<file path="src/rtl/relogio_pkg.sv">
// Shared types and default timing constants for the clock mode/time-base controller.
// Latency: n/a (types and constants only).
// Backpressure: n/a.
package relogio_pkg;

  // Operating mode; encoding is visible on the modo output
  typedef enum logic [1:0] {
    RUN   = 2'd0,
    SET_H = 2'd1,
    SET_M = 2'd2
  } modo_t;

  localparam int CLK_DIV_DEF    = 50_000_000;
  localparam int REPEAT_DLY_DEF = 25_000_000;
  localparam int REPEAT_PER_DEF = 10_000_000;
  localparam int BLINK_DIV_DEF  = 12_500_000;

  // Counter width for values 0..n-1, never narrower than one bit
  function automatic int largura(input int n);
    return (n > 1) ? $clog2(n) : 1;
  endfunction

endpackage

</file>
<file path="src/rtl/repetidor_botao.sv">
// Increment-button edge detector with hold counter and auto-repeat.
// Latency: inc_req is combinational from the sampled button and state; the parent registers it.
// Backpressure: none; clr drops the hold and disarms repeat until the next fresh edge.
//
// Ports:
//   clk, rst   clock and synchronous active-high reset
//   btn_inc    debounced increment button level
//   clr        mode change in progress: kill any request and clear the hold state
//   inc_req    one-cycle increment request (edge or auto-repeat)
module repetidor_botao
  import relogio_pkg::*;
#(
  parameter int REPEAT_DLY = REPEAT_DLY_DEF,
  parameter int REPEAT_PER = REPEAT_PER_DEF
) (
  input  logic clk,
  input  logic rst,
  input  logic btn_inc,
  input  logic clr,
  output logic inc_req
);

  // The hold counter must reach whichever of the two intervals is longer
  localparam int HOLD_MAX = (REPEAT_DLY > REPEAT_PER) ? REPEAT_DLY : REPEAT_PER;
  localparam int HOLD_W   = largura(HOLD_MAX + 1);
  localparam logic [HOLD_W-1:0] DLY_V = HOLD_W'(REPEAT_DLY);
  localparam logic [HOLD_W-1:0] PER_V = HOLD_W'(REPEAT_PER);

  logic              prev;
  logic              ativo;      // button held continuously since an accepted edge
  logic              repetindo;  // first repeat already issued, now pacing by REPEAT_PER
  logic [HOLD_W-1:0] hold_cnt;   // cycles since the edge or since the last repeat
  logic              borda;
  logic [HOLD_W-1:0] alvo;

  always_comb begin
    borda   = btn_inc & ~prev;
    alvo    = repetindo ? PER_V : DLY_V;
    inc_req = borda | (ativo & btn_inc & (hold_cnt == alvo));
  end

  always_ff @(posedge clk) begin
    if (rst) begin
      // prev resets high so a button held through reset is not seen as an edge
      prev      <= 1'b1;
      ativo     <= 1'b0;
      repetindo <= 1'b0;
      hold_cnt  <= '0;
    end else begin
      prev <= btn_inc;
      if (clr || !btn_inc) begin
        ativo     <= 1'b0;
        repetindo <= 1'b0;
        hold_cnt  <= '0;
      end else if (borda) begin
        ativo     <= 1'b1;
        repetindo <= 1'b0;
        hold_cnt  <= HOLD_W'(1);
      end else if (ativo) begin
        if (hold_cnt == alvo) begin
          repetindo <= 1'b1;
          hold_cnt  <= HOLD_W'(1);
        end else begin
          hold_cnt <= hold_cnt + 1'b1;
        end
      end
    end
  end

endmodule

</file>
<file path="src/rtl/relogio_ctrl.sv">
// Mode FSM, 1 s prescaler and blink generator driving the seconds/minutes/hours BCD counters.
// Latency: every output is registered; a condition sampled in cycle N appears in cycle N+1.
// Backpressure: none; pulses are fire-and-forget single cycles.
//
// Ports:
//   clk, rst             clock and synchronous active-high reset
//   btn_mode, btn_inc    debounced push-button levels
//   seg_max, min_max     terminal-count flags from the seconds and minutes counters
//   incrementa_seg/min/hora  one-cycle increment pulses
//   zera_seg             one-cycle clear of the seconds counter when returning to RUN
//   modo                 current mode (0 RUN, 1 SET_H, 2 SET_M)
//   visivel              blink enable for the field being set
module relogio_ctrl
  import relogio_pkg::*;
#(
  parameter int CLK_DIV    = CLK_DIV_DEF,
  parameter int REPEAT_DLY = REPEAT_DLY_DEF,
  parameter int REPEAT_PER = REPEAT_PER_DEF,
  parameter int BLINK_DIV  = BLINK_DIV_DEF
) (
  input  logic       clk,
  input  logic       rst,
  input  logic       btn_mode,
  input  logic       btn_inc,
  input  logic       seg_max,
  input  logic       min_max,
  output logic       incrementa_seg,
  output logic       incrementa_min,
  output logic       incrementa_hora,
  output logic       zera_seg,
  output logic [1:0] modo,
  output logic       visivel
);

  localparam int PRESC_W = largura(CLK_DIV);
  localparam int BLINK_W = largura(BLINK_DIV);
  localparam logic [PRESC_W-1:0] PRESC_MAX = PRESC_W'(CLK_DIV - 1);
  localparam logic [BLINK_W-1:0] BLINK_MAX = BLINK_W'(BLINK_DIV - 1);

  modo_t              estado;
  logic               mode_prev;
  logic [PRESC_W-1:0] presc;
  logic [BLINK_W-1:0] blink_cnt;
  logic               mode_edge;
  logic               tick;
  logic               inc_req;

  assign mode_edge = btn_mode & ~mode_prev;
  assign tick      = (estado == RUN) && (presc == PRESC_MAX);
  assign modo      = estado;

  repetidor_botao #(
    .REPEAT_DLY (REPEAT_DLY),
    .REPEAT_PER (REPEAT_PER)
  ) u_repetidor (
    .clk     (clk),
    .rst     (rst),
    .btn_inc (btn_inc),
    .clr     (mode_edge),
    .inc_req (inc_req)
  );

  always_ff @(posedge clk) begin
    if (rst) begin
      estado          <= RUN;
      mode_prev       <= 1'b1;
      presc           <= '0;
      blink_cnt       <= '0;
      visivel         <= 1'b1;
      incrementa_seg  <= 1'b0;
      incrementa_min  <= 1'b0;
      incrementa_hora <= 1'b0;
      zera_seg        <= 1'b0;
    end else begin
      mode_prev <= btn_mode;

      // Carries ride on the tick; manual increments lose to a simultaneous mode change
      incrementa_seg  <= tick;
      incrementa_min  <= (tick & seg_max) | ((estado == SET_M) & inc_req & ~mode_edge);
      incrementa_hora <= (tick & seg_max & min_max) | ((estado == SET_H) & inc_req & ~mode_edge);
      zera_seg        <= mode_edge & (estado == SET_M);

      // Prescaler only runs while staying in RUN, so re-entering RUN restarts the second
      if ((estado == RUN) && !mode_edge)
        presc <= (presc == PRESC_MAX) ? '0 : presc + 1'b1;
      else
        presc <= '0;

      if (mode_edge) begin
        case (estado)
          RUN:     estado <= SET_H;
          SET_H:   estado <= SET_M;
          default: estado <= RUN;
        endcase
        blink_cnt <= '0;
        visivel   <= 1'b1;
      end else if (estado == RUN) begin
        blink_cnt <= '0;
        visivel   <= 1'b1;
      end else if ((estado == SET_H) || (estado == SET_M)) begin
        if (blink_cnt == BLINK_MAX) begin
          blink_cnt <= '0;
          visivel   <= ~visivel;
        end else begin
          blink_cnt <= blink_cnt + 1'b1;
        end
      end else begin
        // Unused encoding: recover to RUN
        estado    <= RUN;
        blink_cnt <= '0;
        visivel   <= 1'b1;
      end
    end
  end

endmodule

</file>
<file path="config.mk">
export PLATFORM = sky130hd
export DESIGN_NAME = relogio_ctrl
export DESIGN_NICKNAME = d
export VERILOG_FILES = /design/src/rtl/relogio_pkg.sv /design/src/rtl/repetidor_botao.sv /design/src/rtl/relogio_ctrl.sv
export SDC_FILE = /design/constraint.sdc
export NUM_CORES = 1
export LEC_CHECK = 0
export BUFFER_PORTS_ARGS = -buffer_cell sky130_fd_sc_hd__buf_2
export CAP_MARGIN = 20
export CORE_UTILIZATION = 45
export CTS_CLUSTER_DIAMETER = 200
export CTS_CLUSTER_SIZE = 14
export DETAILED_ROUTE_END_ITERATION = 16
export SYNTH_ARGS = -nofsm -noshare
export SYNTH_HDL_FRONTEND = slang
export SYNTH_SLANG_ARGS = --single-unit
export TNS_END_PERCENT = 20
</file>
<file path="constraint.sdc">
create_clock -name clk -period 5.9 [get_ports clk]
set_input_delay 1.77 -clock clk [delete_from_list [all_inputs] [get_ports clk]]
set_output_delay 1.77 -clock clk [all_outputs]
set_load 0.01 [all_outputs]
</file>
# ---- Word-level counts from Yosys, hierarchy flattened
# Index checks and enable logic that the tools add are counted.
dict set report op_classes {
  add_sub_neg 3
  eq_ne 7
  n_mux 8
  bitwise_logic 20
  n_reduce_logical 15
}
# cell count
set ops {}
lappend ops {{25-bit two-way mux} 2}
lappend ops {{26-bit by 1-bit adder with 26-bit output (second input constant)} 1}
lappend ops {{26-bit == test (second input constant)} 1}
lappend ops {{25-bit by 1-bit adder with 25-bit output (second input constant)} 1}
lappend ops {{25-bit == test} 1}
lappend ops {{24-bit by 1-bit adder with 24-bit output (second input constant)} 1}
lappend ops {{24-bit == test (second input constant)} 1}
lappend ops {{1-bit AND} 11}
lappend ops {{2-bit two-way mux} 3}
lappend ops {{1-bit inverter} 6}
lappend ops {{3-bit OR reduction} 2}
lappend ops {{5-bit OR reduction} 1}
lappend ops {{2-bit inequality test (second input constant)} 2}
lappend ops {{2-bit case mux with 2 select lines} 1}
lappend ops {{2-bit AND reduction} 2}
lappend ops {{4-bit OR reduction} 1}
lappend ops {{1-bit OR} 3}
lappend ops {{2-bit by 1-bit == test with 1-bit output (second input constant)} 1}
lappend ops {{2-bit == test (second input constant)} 1}
lappend ops {{1-bit logical AND} 2}
lappend ops {{1-bit zero test} 2}
lappend ops {{2-bit zero test} 1}
lappend ops {{1-bit logical OR} 2}
lappend ops {{1-bit two-way mux} 2}
lappend ops {{other kinds (2)} 2}
dict set report word_totals {
  regBits 86
  inputBits 6
  output_inout_bits 7
  elab_cells 67
}

# ---- Longest topological paths before layout
# Gate-level depths: netlist of the first run.
dict set report depth {
  depth_word 7
  ltp_mapped 8
  ltp_nobuf 6
}

# ---- Modules after synthesis
# A second synthesis of the first run with hierarchy kept.
dict set report unflattened {
  cells_unflattened 469
  area_unflattened_um2 4070.2
}
# mod instances cells_per_inst area_each_um2 seq_area_each_um2
set modules_own_cells {}
lappend modules_own_cells {relogio_ctrl 1 303 2672.6 1161.1}
lappend modules_own_cells {repetidor_botao 1 166 1397.6 560.5}

# ---- Worst setup path before layout of the first run
# OpenSTA, ideal clock, no wires.
dict set report synth_timing {
  kind {input-to-reg}
  startpoint {input port btn_mode}
  endpoint {register presc[13]}
  setup_ns 0.128
  arrival_ns 2.780
  required_time_ns 5.772
  path_slack_ns 2.993
  path_stages 5
  path_buffers 2
  cell_sequence {nor2b_1 > or3_1 > clkbuf_1 > clkbuf_1 > nor2_1}
}
dict set report synth_via {
  elab_chain_len 5
}
# element line
set synth_lines {}
lappend synth_lines {{start: declaration} relogio_ctrl.sv:23} ;# input logic btn_mode,
lappend synth_lines {{1-bit AND} relogio_ctrl.sv:48} ;# assign mode_edge = btn_mode & ~mode_prev;
lappend synth_lines {{1-bit zero test} relogio_ctrl.sv:84} ;# if ((estado == RUN) && !mode_edge)
lappend synth_lines {{1-bit logical AND} relogio_ctrl.sv:84}
lappend synth_lines {{1-bit inverter (no line)} n/a}
lappend synth_lines {{3-bit OR reduction (no line)} n/a}
lappend synth_lines {{end signal: assignment} relogio_ctrl.sv:85} ;# presc <= (presc == PRESC_MAX) ? '0 : presc + 1'b1;
lappend synth_lines {{end: declaration} relogio_ctrl.sv:42} ;# logic [PRESC_W-1:0] presc;
# No other way between the ends.
# A chain may end at the register's enable or synchronous reset.

# ---- Worst setup path after layout of the first run
dict set report layout_timing {
  startpoint {input port btn_mode}
  endpoint {register blink_cnt[21]}
}
dict set report layout_via {
  elab_chain_len 2
}
# element line
set layout_lines {}
lappend layout_lines {{1-bit AND} relogio_ctrl.sv:48}
lappend layout_lines {{5-bit OR reduction (no line)} n/a}
lappend layout_lines {{end signal: assignment} relogio_ctrl.sv:105} ;# blink_cnt <= blink_cnt + 1'b1;
lappend layout_lines {{end: declaration} relogio_ctrl.sv:43} ;# logic [BLINK_W-1:0] blink_cnt;
# No other way between the ends.

==> qor.yml, run 1 <==
end_kind: "flip-flop"
dr.first_iter.drc_count: 109
synth_warnings: 0
max_freq_mhz: 331
wl_mm: 6.87
timing.critical_path.cells: "buf_2, nor2b_1, nor4b_1, nand2b_1, nor2_1"
place_inst: 540
synth_top_area_share_pct: 45.0
ctsHtreeMaxLevel: 3
worstHoldPathType: "flip-flop to flip-flop"
max_stage_delay_ns: 0.58
cts.clk_slew.worst_paths_ns: 0.09
fin_skew_ns: 0.00945
synth_nets: 448
grt_start_max_net_pins: 27
cp_data_arrival_time_ns: 3.29
ys_async_sr_fraction_pct: 0
p_int_w: 0.000744
max-slew-margin-rel_pct: 35.1
yosys.area.top_type: "dfxtp_1"
grt.overflow.total: 0
synth_cells: 434
placement_rows: 33
timing.rr.start: "blink_cnt[10]"
coreArea_sq_um: 8220
setup_viol: 0
vias_per_cell: 5.11
cp_slowest_cell: "nand2b_1"
reg2reg_setup_slack_ns: 3.63
syn_area_per_cell_sq_um: 8.82
cap_violations: 0
final_area_sq_um: 4140
yosys_most_used_dff: "dfxtp_1"
worst_pin_slew_ns: 0.966
start_kind: "input pin"
tritoncts: "done"
ctsHoldBuffers: 0
rsz0062_at_grt: "no"
ys_types: 41
grt_pass1_vias: 2746
clockBufferDepth: 2
drv_slew: 0
dp_hpwl_mm: 4.76
period_needed_ns: 3.02
total_power_w: 0.000977
synth_area_leaders: "dfxtp_1 (45%), xor2_1 (12%), nor2_1 (9.4%)"
die_h_um: 94.2
clockRootBuffer: "clkbuf_8"
antenna_left: 0
vias: 2843
wl_per_cell_um: 12.4
cts_buffers: 9
critPathMaxFanout: 24
vdd_ir_drop_max_mv: 0.128
p_leak_nw: 1.35
cts_resized: 0
die_area_sq_um: 8880
synth_area_sq_um: 3830
syn_to_final_growth_pct: 8.11
power_switching_w: 0.000233
outcome: "completed"
ys_seq_area_share_pct: 45.0
start_util_pct: 46.6
r2r_cells: 5
powerDensity_nw_per_um2: 236
diodes: 0
ioPinCount: 13
combPwrFrac_pct: 2.3
cts_sinks: 86
instances_no_fill: 556
drive_gt1_share_pct: 8.43
clock_latency_ns: 0.35
die_x_um: 94.2
r2r-end: "blink_cnt[21]"
grt_pass1_wl_mm: 12.2
grt_util_all_layers_pct: 17.6
post-route-drc-count: 0
placed_cell_area_sq_um: 3960
globalplace.congestion: 0.725
portBuffers: 12
crit_type: "input pin to flip-flop"
antenna_found_initial: 0
tns_ns: 0
cp.required_ns: 6.17
crit_path_end: "blink_cnt[21]"
ys_seq_elements: 86
place_ws_ns: 2.53
fin_nets: 460
fin_ws_ns: 2.88
firstDrtPassIters: 4
p_sw_share_pct: 23.8
p_seq_share_pct: 60.1
critPathLaunch: "btn_mode"
hold_violations: 0
period_share_pct: 51.2
clockPowerShare_pct: 37.6
synth_edf_count: 0
cts_setup_buffers: 0
metrics by stage:
step                hold slack [ns]  utilization (%)
finish                        0.474             50.4
CTS                           0.474             50.4
global placement              0.442             48.2
global route                  0.499             50.4
floorplan                     0.426                -
detailed placement            0.452             48.2
synthesized netlist by cell type (all sizes together), types with 3 or more instances:
library cell   n
and3           8
and4           6
buf            5
clkbuf         8
dfxtp         86
ha             8
inv           12
nand2         26
nand3         34
nand4         24
nor2          96
nor3           6
nor4           8
nor4b          7
or2            3
xnor2         19
xor2          51
placed cells by master, fill, tap and decap left out, types with 2 or more instances in the layout:
master	count
nor2_1	96
dfxtp_1	86
xor2_1	51
nand3_1	34
nand2_1	26
nand4_1	24
xnor2_1	19
buf_2	13
inv_1	12
clkbuf_8	9
and3_1	8
nor4_1	8
ha_1	8
nor4b_1	7
and4_1	6
nor3_1	5
or2_2	3
clkinvlp_4	3
nand4b_1	2
nand2b_1	2
a22oi_1	2
o21ai_0	2
a21oi_1	2
clkinv_2	2
area by class of cell:
type / instances / area, sq um
Fill cell: 785 / 4080
Timing Repair Buffer: 14 / 72.6
Sequential cell: 86 / 1720
Tap cell: 105 / 131
Multi-Input combinational cell: 323 / 1990
Clock buffer: 9 / 124
Clock inverter: 7 / 50.0
Inverter: 12 / 45.0
power groups by stage:
stage	clock, W	combinational (W)	sequential, W
2_1_floorplan	0	0.0000182	0.000599
3_3_place_gp	0	0.0000230	0.000600
3_5_place_dp	0	0.0000231	0.000600
4_1_cts	0.000381	0.0000233	0.000587
5_1_grt	0.000409	0.0000265	0.000588
6_report	0.000367	0.0000228	0.000587
registers in the layout, summed over array words and instances (netlist names), 2 cells and up:
register and flops:
blink_cnt 24, presc 26, modo 2, u_repetidor.hold_cnt 25
layer usage:
metal	GRT usage, %	vias up	routed length (um)
li1	-	1503	-
met1	23.8	1310	3590
met5	0	-	0
met4	8.46	0	125
met2	27.1	20	3030
met3	2.83	10	117
kinds of logic (layout without fill, tap and decap cells):
family,count (synthesis),in the layout,synth area share [%]
buf+inv,25,42,2.94
mux,1,1,0.262
flops,86,86,45.0
fa+ha+maj,8,8,2.62
xor+xnor,70,70,16.0
simple gates,232,232,30.3
compound gates,12,12,2.84
worst min-delay path by stage:
stage                 startpoint  cells after the start           end
floorplan               presc[0]                      1      presc[0]
global placement        presc[0]                      1      presc[0]
detailed placement      presc[0]                      1      presc[0]
CTS                     presc[0]                      1      presc[0]
global route        blink_cnt[0]                      1  blink_cnt[0]
finish                  presc[0]                      1      presc[0]
worst max-delay path, delay by kind of cell:
kind / cells / cell delay (ns)
AND/OR/NAND/NOR: 4 / 1.42
buffers and inverters: 1 / 0.10
No activity file was read; power rests on OpenSTA's default activity.
==> run 2, diff against run 1 <==
Clock period 5.9 ns to 2.7 ns, I/O delays scaled along.
==> run 2 against run 1 <==
Net effect: clock skew hardly changed; combinational power is 120% higher; total power is 150% higher; worst setup slack worse by 2.3 ns; global-route usage is 0.25 points lower; sequential power is 120% higher; clock power grew to 2.9 times the previous value; non-clock buffer count is 4 higher; sequential share of layout area is 0.93 points lower; via count is 0.21% higher; critical path type is now flip-flop to flip-flop.
==> qor.yml, run 2 (synthesis results as in run 1) <==
cts_resized: 0  # unchanged
fin_ws_ns: 0.558  # was 2.88 ns
p_leak_nw: 1.41  # was 1.35 nW
coreArea_sq_um: 8220  # unchanged
grt_start_max_net_pins: 27  # unchanged
vias: 2849  # was 2843
min_to: "presc[0]"  # unchanged
place_inst: 544  # was 540
dr.first_iter.drc_count: 130  # was 109
worstHoldStart: "presc[0]"  # unchanged
die_x_um: 94.2  # unchanged
start_util_pct: 46.6  # unchanged
drive_gt1_share_pct: 8.81  # was 8.43%
fin_skew_ns: 0.00935  # was 0.00945 ns
die_h_um: 94.2  # unchanged
grt_pass1_vias: 2633  # was 2746
globalplace.congestion: 0.784  # was 0.725
cts.clk_slew.worst_paths_ns: 0.08  # was 0.09 ns
place_ws_ns: 0.368  # was 2.53 ns
vdd_ir_drop_max_mv: 0.248  # was 0.128 mV
timing.rr.start: "u_repetidor.hold_cnt[0]"  # was blink_cnt[10]
worstHoldPathType: "flip-flop to flip-flop"  # unchanged
dp_hpwl_mm: 4.86  # was 4.76 mm
p_sw_share_pct: 19.8  # was 23.8%
portBuffers: 12  # unchanged
max_freq_mhz: 467
clockBufferDepth: 2  # unchanged
hold_violations: 0  # unchanged
worst_pin_slew_ns: 0.884  # was 0.966 ns
cap_violations: 0  # unchanged
r2r-end: "u_repetidor.hold_cnt[13]"  # was blink_cnt[21]
cts_buffers: 9  # unchanged
tns_ns: 0  # unchanged
fin_nets: 464  # was 460
cp_data_arrival_time_ns: 2.38  # was 3.29 ns
cp.required_ns: 2.94  # was 6.17 ns
largest_reg_flops: 26  # unchanged
p_seq_share_pct: 53.4  # was 60.1%
outcome: "completed"  # unchanged
top_regs: "presc: 26 flops, u_repetidor.hold_cnt: 25 flops, blink_cnt: 24 flops"  # unchanged
power_switching_w: 0.000476  # was 0.000233 W
die_area_sq_um: 8880  # unchanged
period_share_pct: 79.3
end_kind: "flip-flop"  # unchanged
critPathMaxFanout: 24  # unchanged
multi_input_area_sq_um: 1990  # unchanged
grt_util_all_layers_pct: 17.3  # was 17.6%
wl_mm: 6.97  # was 6.87 mm
registers.top_by_ff_count: "presc"  # unchanged
whs_path_depth: 1  # unchanged
crit_type: "flip-flop to flip-flop"  # was input pin to flip-flop
cts_sinks: 86  # unchanged
ioPinCount: 13  # unchanged
wl_per_cell_um: 12.5  # was 12.4 um
final_cell_mix: "nor2_1 (96), dfxtp_1 (86), xor2_1 (51)"  # unchanged
clock_latency_ns: 0.35  # about the same
syn_to_final_growth_pct: 10.6  # was 8.11%
combPwrFrac_pct: 2.1  # was 2.3%
cts_setup_buffers: 0  # unchanged
vias_per_cell: 5.10  # was 5.11
instances_no_fill: 559  # was 556
clockRootBuffer: "clkbuf_8"  # unchanged
num-fill-cells: 792  # was 785
drv_slew: 0  # unchanged
placement_rows: 33  # unchanged
setup_viol: 0  # unchanged
clockPowerShare_pct: 44.5  # was 37.6%
start_kind: "flip-flop"  # was input pin
r2r_cells: 6  # was 5
grt.overflow.total: 0  # unchanged
ctsHtreeMaxLevel: 3  # unchanged
worst_hold_slack_ns: 0.458  # was 0.474 ns
tritoncts: "done"  # unchanged
period_needed_ns: 2.14
firstDrtPassIters: 4  # unchanged
p_int_w: 0.00193  # was 0.000744 W
powerDensity_nw_per_um2: 567  # was 236 nW/um^2
antenna_found_initial: 0  # unchanged
diodes: 0  # unchanged
antenna_left: 0  # unchanged
seq_area_sq_um: 1720  # unchanged
post-route-drc-count: 0  # unchanged
rsz0062_at_grt: "no"  # unchanged
final_common_cell: "nor2_1"  # unchanged
max-slew-margin-rel_pct: 41.1  # was 35.1%
reg2reg_setup_slack_ns: 0.56  # was 3.63 ns
grt_pass1_wl_mm: 12.0  # was 12.2 mm
ctsHoldBuffers: 0  # unchanged
run 2: changes by cell type in the layout (fill, tap and decap cells not counted):
cell	delta
clkinvlp_4	-3
buf_4	+5
clkinv_2	-1
clkinv_4	-1
inv_6	-1
clkbuf_1	+1
clkbuf_8	+1
bufinv_16	+3
buf_2	-1
run 2: worst max-delay path by stage:
stage | from | slack [ns] | endpoint | cells past startpoint
2_1_floorplan | u_repetidor.hold_cnt[0] | 0.74 | u_repetidor.hold_cnt[9] | 7
3_3_place_gp | btn_mode | 0.41 | presc[5] | 4
3_5_place_dp | btn_mode | 0.37 | presc[19] | 4
4_1_cts | u_repetidor.hold_cnt[0] | 0.54 | u_repetidor.hold_cnt[13] | 6
5_1_grt | presc[0] | 0.30 | presc[19] | 6
6_report | u_repetidor.hold_cnt[0] | 0.56 | u_repetidor.hold_cnt[13] | 6
run 2: cell type report:
class                      count  area share (%)
tap                          105            3.10
clock inverter                 4            2.25
inverter                      12            1.06
sequential                    86            40.7
multi-input combinational    323            47.1
timing repair buffer          18            2.48
clock buffer                  11            3.34
run 2: routing by layer:
layer	vias to the layer above	GRT usage, %	wire (um)
met5	-	0	0
met1	1315	22.5	3560
met3	9	2.99	156
met2	21	27.4	3140
met4	0	8.85	103
li1	1504	-	-
run 2: worst max-delay path: stages (launching register included):
cell and delay [ns]:
dfxtp_1 0.35, inv_1 0.09, ha_1 0.14, or4b_2 0.61
a2111oi_4 0.41, a21o_4 0.34, nor2_1 0.09
run 2: power by group through the flow:
| stage | logic (W) | registers, W | clock network (W) |
|---|---|---|---|
| 6_report | 0.0000495 | 0.00128 | 0.00107 |
| 3_5_place_dp | 0.0000503 | 0.00131 | 0 |
| 3_3_place_gp | 0.0000500 | 0.00131 | 0 |
| 4_1_cts | 0.0000506 | 0.00128 | 0.00110 |
| 5_1_grt | 0.0000565 | 0.00128 | 0.00115 |
| 2_1_floorplan | 0.0000397 | 0.00131 | 0 |
run 2: stage by stage:
stage	power [W]	utilization, %	instance area (sq um)
3_5_place_dp	0.00136	48.6	4000
2_1_floorplan	0.00135	-	3830
5_1_grt	0.00249	51.5	4230
3_3_place_gp	0.00136	48.6	4000
6_report	0.00240	51.5	4230
4_1_cts	0.00243	51.5	4230
